File: config.mk
export PLATFORM = sky130hd
export DESIGN_NAME = mlp_host_sequencer
export DESIGN_NICKNAME = d
export VERILOG_FILES = /design/src/rtl/mlp_ctrl_pkg.sv /design/src/rtl/mlp_host_sequencer.sv
export SDC_FILE = /design/constraint.sdc
export NUM_CORES = 1
export LEC_CHECK = 0
export CAP_MARGIN = 10
export CORE_UTILIZATION = 47
export DETAILED_ROUTE_END_ITERATION = 10
export PLACE_DENSITY = 0.81
export SLEW_MARGIN = 30
export SYNTH_ARGS = -nofsm -noshare
export SYNTH_HDL_FRONTEND = slang
export SYNTH_SLANG_ARGS = --single-unit
File: constraint.sdc
create_clock -name clk -period 2.3 [get_ports clk]
set_input_delay 0.46 -clock clk [delete_from_list [all_inputs] [get_ports clk]]
set_output_delay 0.46 -clock clk [all_outputs]
set_load 0.05 [all_outputs]
File: src/rtl/mlp_ctrl_pkg.sv
// Shared definitions for the MLP controller register interface:
// register map, control-word layout and the host sequencer state encoding.
package mlp_ctrl_pkg;

   localparam logic [3:0] ADDR_CTRL   = 4'h0;
   localparam logic [3:0] ADDR_IN0    = 4'h1;
   localparam logic [3:0] ADDR_IN1    = 4'h2;
   localparam logic [3:0] ADDR_IN2    = 4'h3;
   localparam logic [3:0] ADDR_IN3    = 4'h4;
   localparam logic [3:0] ADDR_INSTR  = 4'h5;
   localparam logic [3:0] ADDR_OUT0   = 4'h6;
   localparam logic [3:0] ADDR_OUT1   = 4'h7;
   localparam logic [3:0] ADDR_OUT2   = 4'h8;
   localparam logic [3:0] ADDR_OUT3   = 4'h9;
   localparam logic [3:0] ADDR_STATUS = 4'hA;

   // Control register field positions
   localparam int CTRL_SEND     = 0;
   localparam int CTRL_DEST_LSB = 1;
   localparam int CTRL_OP_LSB   = 5;

   typedef enum logic [2:0] {
      S_IDLE,
      S_WR_DATA,
      S_WR_CTRL,
      S_POLL_RD,
      S_POLL_WAIT,
      S_RES_RD,
      S_RES_WAIT,
      S_RSP
   } seq_state_t;

   // Build the control word that launches an MVM op towards a NoC destination
   function automatic logic [31:0] ctrl_word(input logic [1:0] op, input logic [3:0] dest);
      logic [31:0] w;
      w = '0;
      w[CTRL_SEND]                 = 1'b1;
      w[CTRL_DEST_LSB +: 4]        = dest;
      w[CTRL_OP_LSB +: 2]          = op;
      return w;
   endfunction

endpackage

File: src/rtl/mlp_host_sequencer.sv
// Host-side initiator for the MLP controller register file. Takes one
// command, writes payload then control, optionally polls for the result
// and reads the four output words back into a single response.
module mlp_host_sequencer
   import mlp_ctrl_pkg::*;
#(
   parameter int POLL_LIMIT = 1024,
   parameter int CNT_W      = 11
) (
   input  logic         clk,
   input  logic         reset,
   input  logic         cmd_valid,
   output logic         cmd_ready,
   input  logic [1:0]   cmd_op,
   input  logic [3:0]   cmd_dest,
   input  logic         cmd_wait,
   input  logic [127:0] cmd_data,
   output logic         rsp_valid,
   input  logic         rsp_ready,
   output logic [127:0] rsp_data,
   output logic         rsp_timeout,
   output logic [3:0]   m_address,
   output logic         m_chipselect,
   output logic         m_read,
   output logic         m_write,
   output logic [31:0]  m_writedata,
   input  logic [31:0]  m_readdata,
   output logic         busy
);

   seq_state_t         r_state, w_next;
   logic [1:0]         r_op;
   logic [3:0]         r_dest;
   logic               r_wait;
   logic [127:0]       r_data;
   logic [1:0]         r_idx;
   logic [CNT_W-1:0]   r_poll_cnt;
   logic [127:0]       r_rsp_data;
   logic               r_timeout;
   logic               w_limit_hit;

   assign w_limit_hit  = (r_poll_cnt == CNT_W'(POLL_LIMIT));
   assign cmd_ready    = (r_state == S_IDLE);
   assign busy         = (r_state != S_IDLE);
   assign rsp_valid    = (r_state == S_RSP);
   assign rsp_data     = r_rsp_data;
   assign rsp_timeout  = r_timeout;

   // State register; reset abandons any in-flight transaction
   always_ff @(posedge clk) begin
      if (reset) r_state <= S_IDLE;
      else       r_state <= w_next;
   end

   // Next-state decode and bus strobes, one access per strobe cycle
   always_comb begin
      w_next       = r_state;
      m_address    = 4'h0;
      m_read       = 1'b0;
      m_write      = 1'b0;
      m_writedata  = 32'h0;
      unique case (r_state)
         S_IDLE: begin
            if (cmd_valid) w_next = S_WR_DATA;
         end
         S_WR_DATA: begin
            m_write = 1'b1;
            if (r_op == 2'd0) begin
               m_address   = ADDR_INSTR;
               m_writedata = r_data[31:0];
               w_next      = S_WR_CTRL;
            end else begin
               m_address   = ADDR_IN0 + {2'b00, r_idx};
               m_writedata = r_data[{r_idx, 5'b0} +: 32];
               if (r_idx == 2'd3) w_next = S_WR_CTRL;
            end
         end
         S_WR_CTRL: begin
            m_write     = 1'b1;
            m_address   = ADDR_CTRL;
            m_writedata = ctrl_word(r_op, r_dest);
            w_next      = r_wait ? S_POLL_RD : S_RSP;
         end
         S_POLL_RD: begin
            m_read    = 1'b1;
            m_address = ADDR_STATUS;
            w_next    = S_POLL_WAIT;
         end
         S_POLL_WAIT: begin
            if (m_readdata[0])    w_next = S_RES_RD;
            else if (w_limit_hit) w_next = S_RSP;
            else                  w_next = S_POLL_RD;
         end
         S_RES_RD: begin
            m_read    = 1'b1;
            m_address = ADDR_OUT0 + {2'b00, r_idx};
            w_next    = S_RES_WAIT;
         end
         S_RES_WAIT: begin
            if (r_idx == 2'd3) w_next = S_RSP;
            else               w_next = S_RES_RD;
         end
         S_RSP: begin
            if (rsp_ready) w_next = S_IDLE;
         end
         default: w_next = S_IDLE;
      endcase
      m_chipselect = m_read | m_write;
   end

   // Command latch, word index, poll counter and response capture
   always_ff @(posedge clk) begin
      if (reset) begin
         r_op       <= '0;
         r_dest     <= '0;
         r_wait     <= 1'b0;
         r_data     <= '0;
         r_idx      <= '0;
         r_poll_cnt <= '0;
         r_rsp_data <= '0;
         r_timeout  <= 1'b0;
      end else begin
         unique case (r_state)
            S_IDLE: begin
               if (cmd_valid) begin
                  r_op       <= cmd_op;
                  r_dest     <= cmd_dest;
                  r_wait     <= cmd_wait;
                  r_data     <= cmd_data;
                  r_idx      <= '0;
                  r_poll_cnt <= '0;
                  r_rsp_data <= '0;
                  r_timeout  <= 1'b0;
               end
            end
            // index wraps back to 0 after the last payload word, ready for result reads
            S_WR_DATA: if (r_op != 2'd0) r_idx <= r_idx + 2'd1;
            S_POLL_RD: if (r_poll_cnt != '1) r_poll_cnt <= r_poll_cnt + 1'b1;
            S_POLL_WAIT: if (!m_readdata[0] && w_limit_hit) r_timeout <= 1'b1;
            S_RES_WAIT: begin
               r_rsp_data[{r_idx, 5'b0} +: 32] <= m_readdata;
               r_idx <= r_idx + 2'd1;
            end
            default: ;
         endcase
      end
   end

endmodule
* After elaboration in Yosys (flattened, before gate mapping)
Cells that the tools add are included.
** Storage, ports and cells
- Register bits after elaboration :: 280
- Word-level logic and storage cells :: 79
- Input port bits :: 171
- Output and inout bits :: 171
** Cells by class
- Equality and inequality tests :: 16
- Shift-type cells :: 3
- Reduce and logical (&&, ||, !) cells :: 18
- Bitwise gates (word level) :: 1
- Add/subtract/negate cells :: 5
- Muxes and demuxes :: 27
** Operator list (number)
- case mux 128 bit (2 select lines) :: 1
- bitwise mux 128 bit :: 1
- two-way mux 128 bit :: 1
- variable shift 32 x 9 -> 128 bit, first input constant :: 1
- indexed part select 128 x 8 -> 32 bit :: 1
- indexed part select 32 x 9 -> 128 bit :: 1
- case mux 32 bit (2 select lines) :: 1
- two-way mux 32 bit :: 1
- two-way mux 3 bit :: 8
- case mux 3 bit (8 select lines) :: 1
- two-way mux 11 bit :: 2
- case mux 11 bit (2 select lines) :: 1
- equality test 3 bit, second input constant :: 4
- case mux 4 bit (3 select lines) :: 1
- AND reduction 3 bit :: 4
- adder 11 x 1 -> 11 bit, second input constant :: 1
- equality test 11 bit, second input constant :: 1
- inequality test 11 bit, second input constant :: 1
- negation 7 -> 9 bit :: 1
- inequality test 2 bit, second input constant :: 4
- nonzero test 2 bit :: 4
- equality test 3 x 2 -> 1 bit, second input constant :: 2
- two-way mux 2 bit :: 3
- case mux 2 bit (3 select lines) :: 1
- 17 further kinds :: 23

* Depth between registers and ports, before layout
- Depth in word-level cells :: 4
- Mapped depth :: 9
- Gate-level depth less buffers :: 6

* Worst setup path after synthesis
No wires, ideal clock.
- Kind :: register to output
- Start point :: register r_idx[0]
- End point :: output m_writedata[11]
- Data required time :: 1.840 ns
- Slack :: -0.318 ns
- Path buffers :: 3
- Data arrival time :: 2.158 ns
- Cell stages (with the launch flop) :: 8
- Path through :: dfxtp_1 buf_2 buf_2 buf_2 mux2i_1 nor2_1 a21oi_1 o2bb2ai_1
** On the way
- Word-level cells in the longest chain between the ends :: 3
** RTL lines
- start, declared :: line mlp_host_sequencer.sv:36 : logic [1:0] r_idx;
- start signal, assigned :: line mlp_host_sequencer.sv:137 : S_WR_DATA: if (r_op != 2'd0) r_idx <= r_idx + 2'd1;
- start signal, assigned :: line mlp_host_sequencer.sv:142 : r_idx <= r_idx + 2'd1;
- indexed part select 128 x 8 -> 32 bit :: line mlp_host_sequencer.sv:74 : m_writedata = r_data[{r_idx, 5'b0} +: 32];
- two-way mux 32 bit :: line mlp_host_sequencer.sv:68 : if (r_op == 2'd0) begin
- case mux 32 bit (2 select lines) :: line mlp_host_sequencer.sv:62 : unique case (r_state)
- end, declared :: line mlp_host_sequencer.sv:26 : output logic [31:0] m_writedata,
Every way passes these cells.

* Worst setup path after layout
- Start point :: register r_state[2]
- End point :: output m_writedata[27]
** On the way
- Word-level cells in the longest chain between the ends :: 2
- Elaborated cells on any way between the ends :: 3
- Classes of those cells :: 2 x eq/ne; 1 x mux
** RTL lines
- start, declared :: line mlp_host_sequencer.sv:31 : seq_state_t r_state, w_next;
- start signal, assigned :: line mlp_host_sequencer.sv:52 : else r_state <= w_next;
- equality test 3 x 2 -> 1 bit or equality test 3 x 1 -> 1 bit (tied branches) :: line mlp_host_sequencer.sv:62
- case mux 32 bit (2 select lines) * :: line mlp_host_sequencer.sv:62
Mark *: on every way between the ends. The rest lies on a longest branch, timed or not.

==> impl_metrics.ini <==
[outcome]
status = finished with violations
failed_checks = setup timing

[setup_path]
critPathMaxStageDelay_ns = 0.43
regToRegStartpoint = r_idx[0]
r2r-end = rsp_data[23]
crit_buf_inv = 3
crit_chain = or3b_4 -> nor2_4 -> buf_4 -> buf_16 -> o2bb2ai_4 -> buf_12
cp-start-kind = flop
arrival_ns = 2.10
crit_fanout = 6
required_ns = 1.84
ff2ff_path_depth = 7
reg2reg_slack_ns = 0.19
worst_path_max_delay_cell = or3b_4
path_delay_family = simple AND/OR/NAND/NOR gates
crit_type = flop to output pin
cp-end-kind = output pin

[synth]
synth_cells = 1246
synth_area_per_cell_um2 = 8.77
syn-cell-area_um2 = 10900
synth.distinct_cells = 56
synth_seq_area_share = 0.513
ys_ff_latch = 280
synth_async_sr_flop_share = 0
synth_edf_count = 0
ys.flop_type = dfxtp_1
ys_warn_count = 0
syn-num-nets = 1425

[route]
drt_iter0_markers = 703
routed_via_density = 5.72
totalWireLength_mm = 37.2
wl_per_cell_um = 19.6
vias = 10800
drc = 0
drtPass1Iterations = 5
postRouteAntennaNets = 0

[final_layout]
layout_commonest_cell = clkdlybuf4s50_1
layout-drive-gt1-share = 0.157
fin_util = 0.762
area.growth.synth_to_final_pct = 58.4
nFillCells = 1487
nets = 1765
final_cell_mix = 298 x clkdlybuf4s50_1, 282 x nand2_1, 275 x dfxtp_1

[die]
die_h_um = 154
die-area_um2 = 23900
ios = 342
die_w_um = 154
core-area_um2 = 22700
initial_core_util = 0.481
core.rowCount = 55

[worst_hold_path]
whs_endpoint = r_idx[1]
hold_start = reset
min_path_cells = 4
hold_path.class = input port to flop

[sta]
setup_viol = 33
fin_crit_sh = 1.11
finalHoldViolCount = 0
rsz0062_at_grt = true
fin_ws_ns = -0.259
finalClockSkew_ns = 0.0153
slew_headroom = 0.491
min_period_ns = 2.56
fmax_ghz = 0.391
worst_pin_slew_ns = 0.763
maxSlewViolCount = 0

[global_routing]
first_global_vias = 10400
antenna_found_initial = 2
gr-total-overflow = 0
grt_max_degree = 152
grt_pass1_wl_mm = 56.2
grt_usage = 0.296

[placement]
gp_routability_congestion = 0.871
hpwl_mm = 24.6
io_buffers = 341

[clock_network]
ctsHtreeMaxLevel = 1
clk_latency_ns = 0.54
clk_path_buf_depth = 3
cts_sinks = 280
cts_made_buffers = 29
cts_root_buf = clkbuf_16
clk_pin_slew_ns = 0.06
tritoncts = done
ctsHoldBuffers = 0

[power_and_ir_drop]
peakVddDrop_v = 0.000538
leakage_uw = 0.00619
power.density_nw_per_um2 = 759
p_total_uw = 13100

[flow_run]
drv_cap = 0
-- per-stage QoR --
step / cell area (um^2) / hold slack (ns) / setup TNS, ns / worst slack, ns / cells
2_1_floorplan: 11300 / 0.431 / -2.59 / -0.281 / 1246
3_3_place_gp: 15700 / 0.440 / 0 / 0.217 / 1817
3_5_place_dp: 15700 / 0.445 / 0 / 0.181 / 1817
4_1_cts: 17000 / 0.315 / -9.24 / -0.372 / 1883
5_1_grt: 17300 / 0.385 / -10.55 / -0.374 / 1895
6_report: 17300 / 0.360 / -7.26 / -0.259 / 1895
-- registers in the layout, summed over array words and instances, names as in the netlist --
signal	cells
r_dest	4
r_state	3
r_poll_cnt	11
r_data	128
rsp_timeout	1
r_op	2
r_wait	1
r_idx	2
rsp_data	128
-- cells by family after synthesis --
| family | count (synthesis) | synth area share |
|---|---|---|
| buf+inv | 111 | 0.0458 |
| compound gates | 369 | 0.225 |
| flops | 280 | 0.513 |
| fa+ha+maj | 8 | 0.00916 |
| simple gates | 446 | 0.171 |
| mux | 32 | 0.0362 |
-- per-layer routing --
| layer | routed length (um) | GRT usage |
|---|---|---|
| met4 | 1800 | 0.141 |
| met2 | 18400 | 0.515 |
| met1 | 13700 | 0.339 |
| met3 | 3300 | 0.0768 |
| met5 | 0 | 0 |
-- how the worst max path moves through the flow --
stage | slack, ns | end | depth (start not counted) | startpoint
floorplan | -0.28 | m_address[0] | 4 | r_state[0]
global placement | 0.22 | m_writedata[21] | 5 | r_state[1]
detailed placement | 0.18 | r_op[1] | 6 | cmd_valid
CTS | -0.37 | m_writedata[7] | 7 | r_state[1]
global route | -0.37 | m_writedata[21] | 7 | r_idx[0]
finish | -0.26 | m_writedata[27] | 6 | r_state[2]
-- repair_timing --
item	4_1_cts	5_1_grt
pin swaps	14	13
setup buffers	8	11
resized for setup	41	41
setup endpoints to repair	39	40
gates cloned	5	3
-- cell type report --
| cell class | instances | area [um^2] | share of cell area |
|---|---|---|---|
| diodes | 2 | 5.00 | 0.000289 |
| flip-flops and latches | 280 | 5620 | 0.325 |
| clock inverters | 14 | 179 | 0.0103 |
| well taps | 285 | 357 | 0.0206 |
| multi-input cells | 855 | 5500 | 0.318 |
| repair buffers | 412 | 4790 | 0.277 |
| clock buffers | 39 | 833 | 0.0481 |
| inverters | 8 | 32.5 | 0.00188 |
-- tightest hold or removal path: cells and delay by family --
kind / cells / cell delay (ns)
AO/OA/AOI/OAI: 2 / 0.19
buffers and inverters: 2 / 0.20
-- cells in the mapped netlist (all sizes together) (6+ instances only) --
cell type	number	area [um^2]
a21oi	175	880
a22o	65	569
a22oi	64	480
a32oi	6	52.6
buf	60	309
clkbuf	43	161
dfxtp	280	5610
ha	8	100
inv	8	30.0
mux2i	26	260
mux4	6	135
nand2	292	1100
nand2b	9	56.3
nor2	100	378
o21ai	11	58.8
o2bb2ai	25	219
or3	7	43.8
-- power breakdown --
group	switching, uW	internal (uW)
Clock	1910	2980
Combinational	1630	1310
Sequential	190	5120
Total	3740	9410
Note: power is estimated with default switching activity, not from simulation.
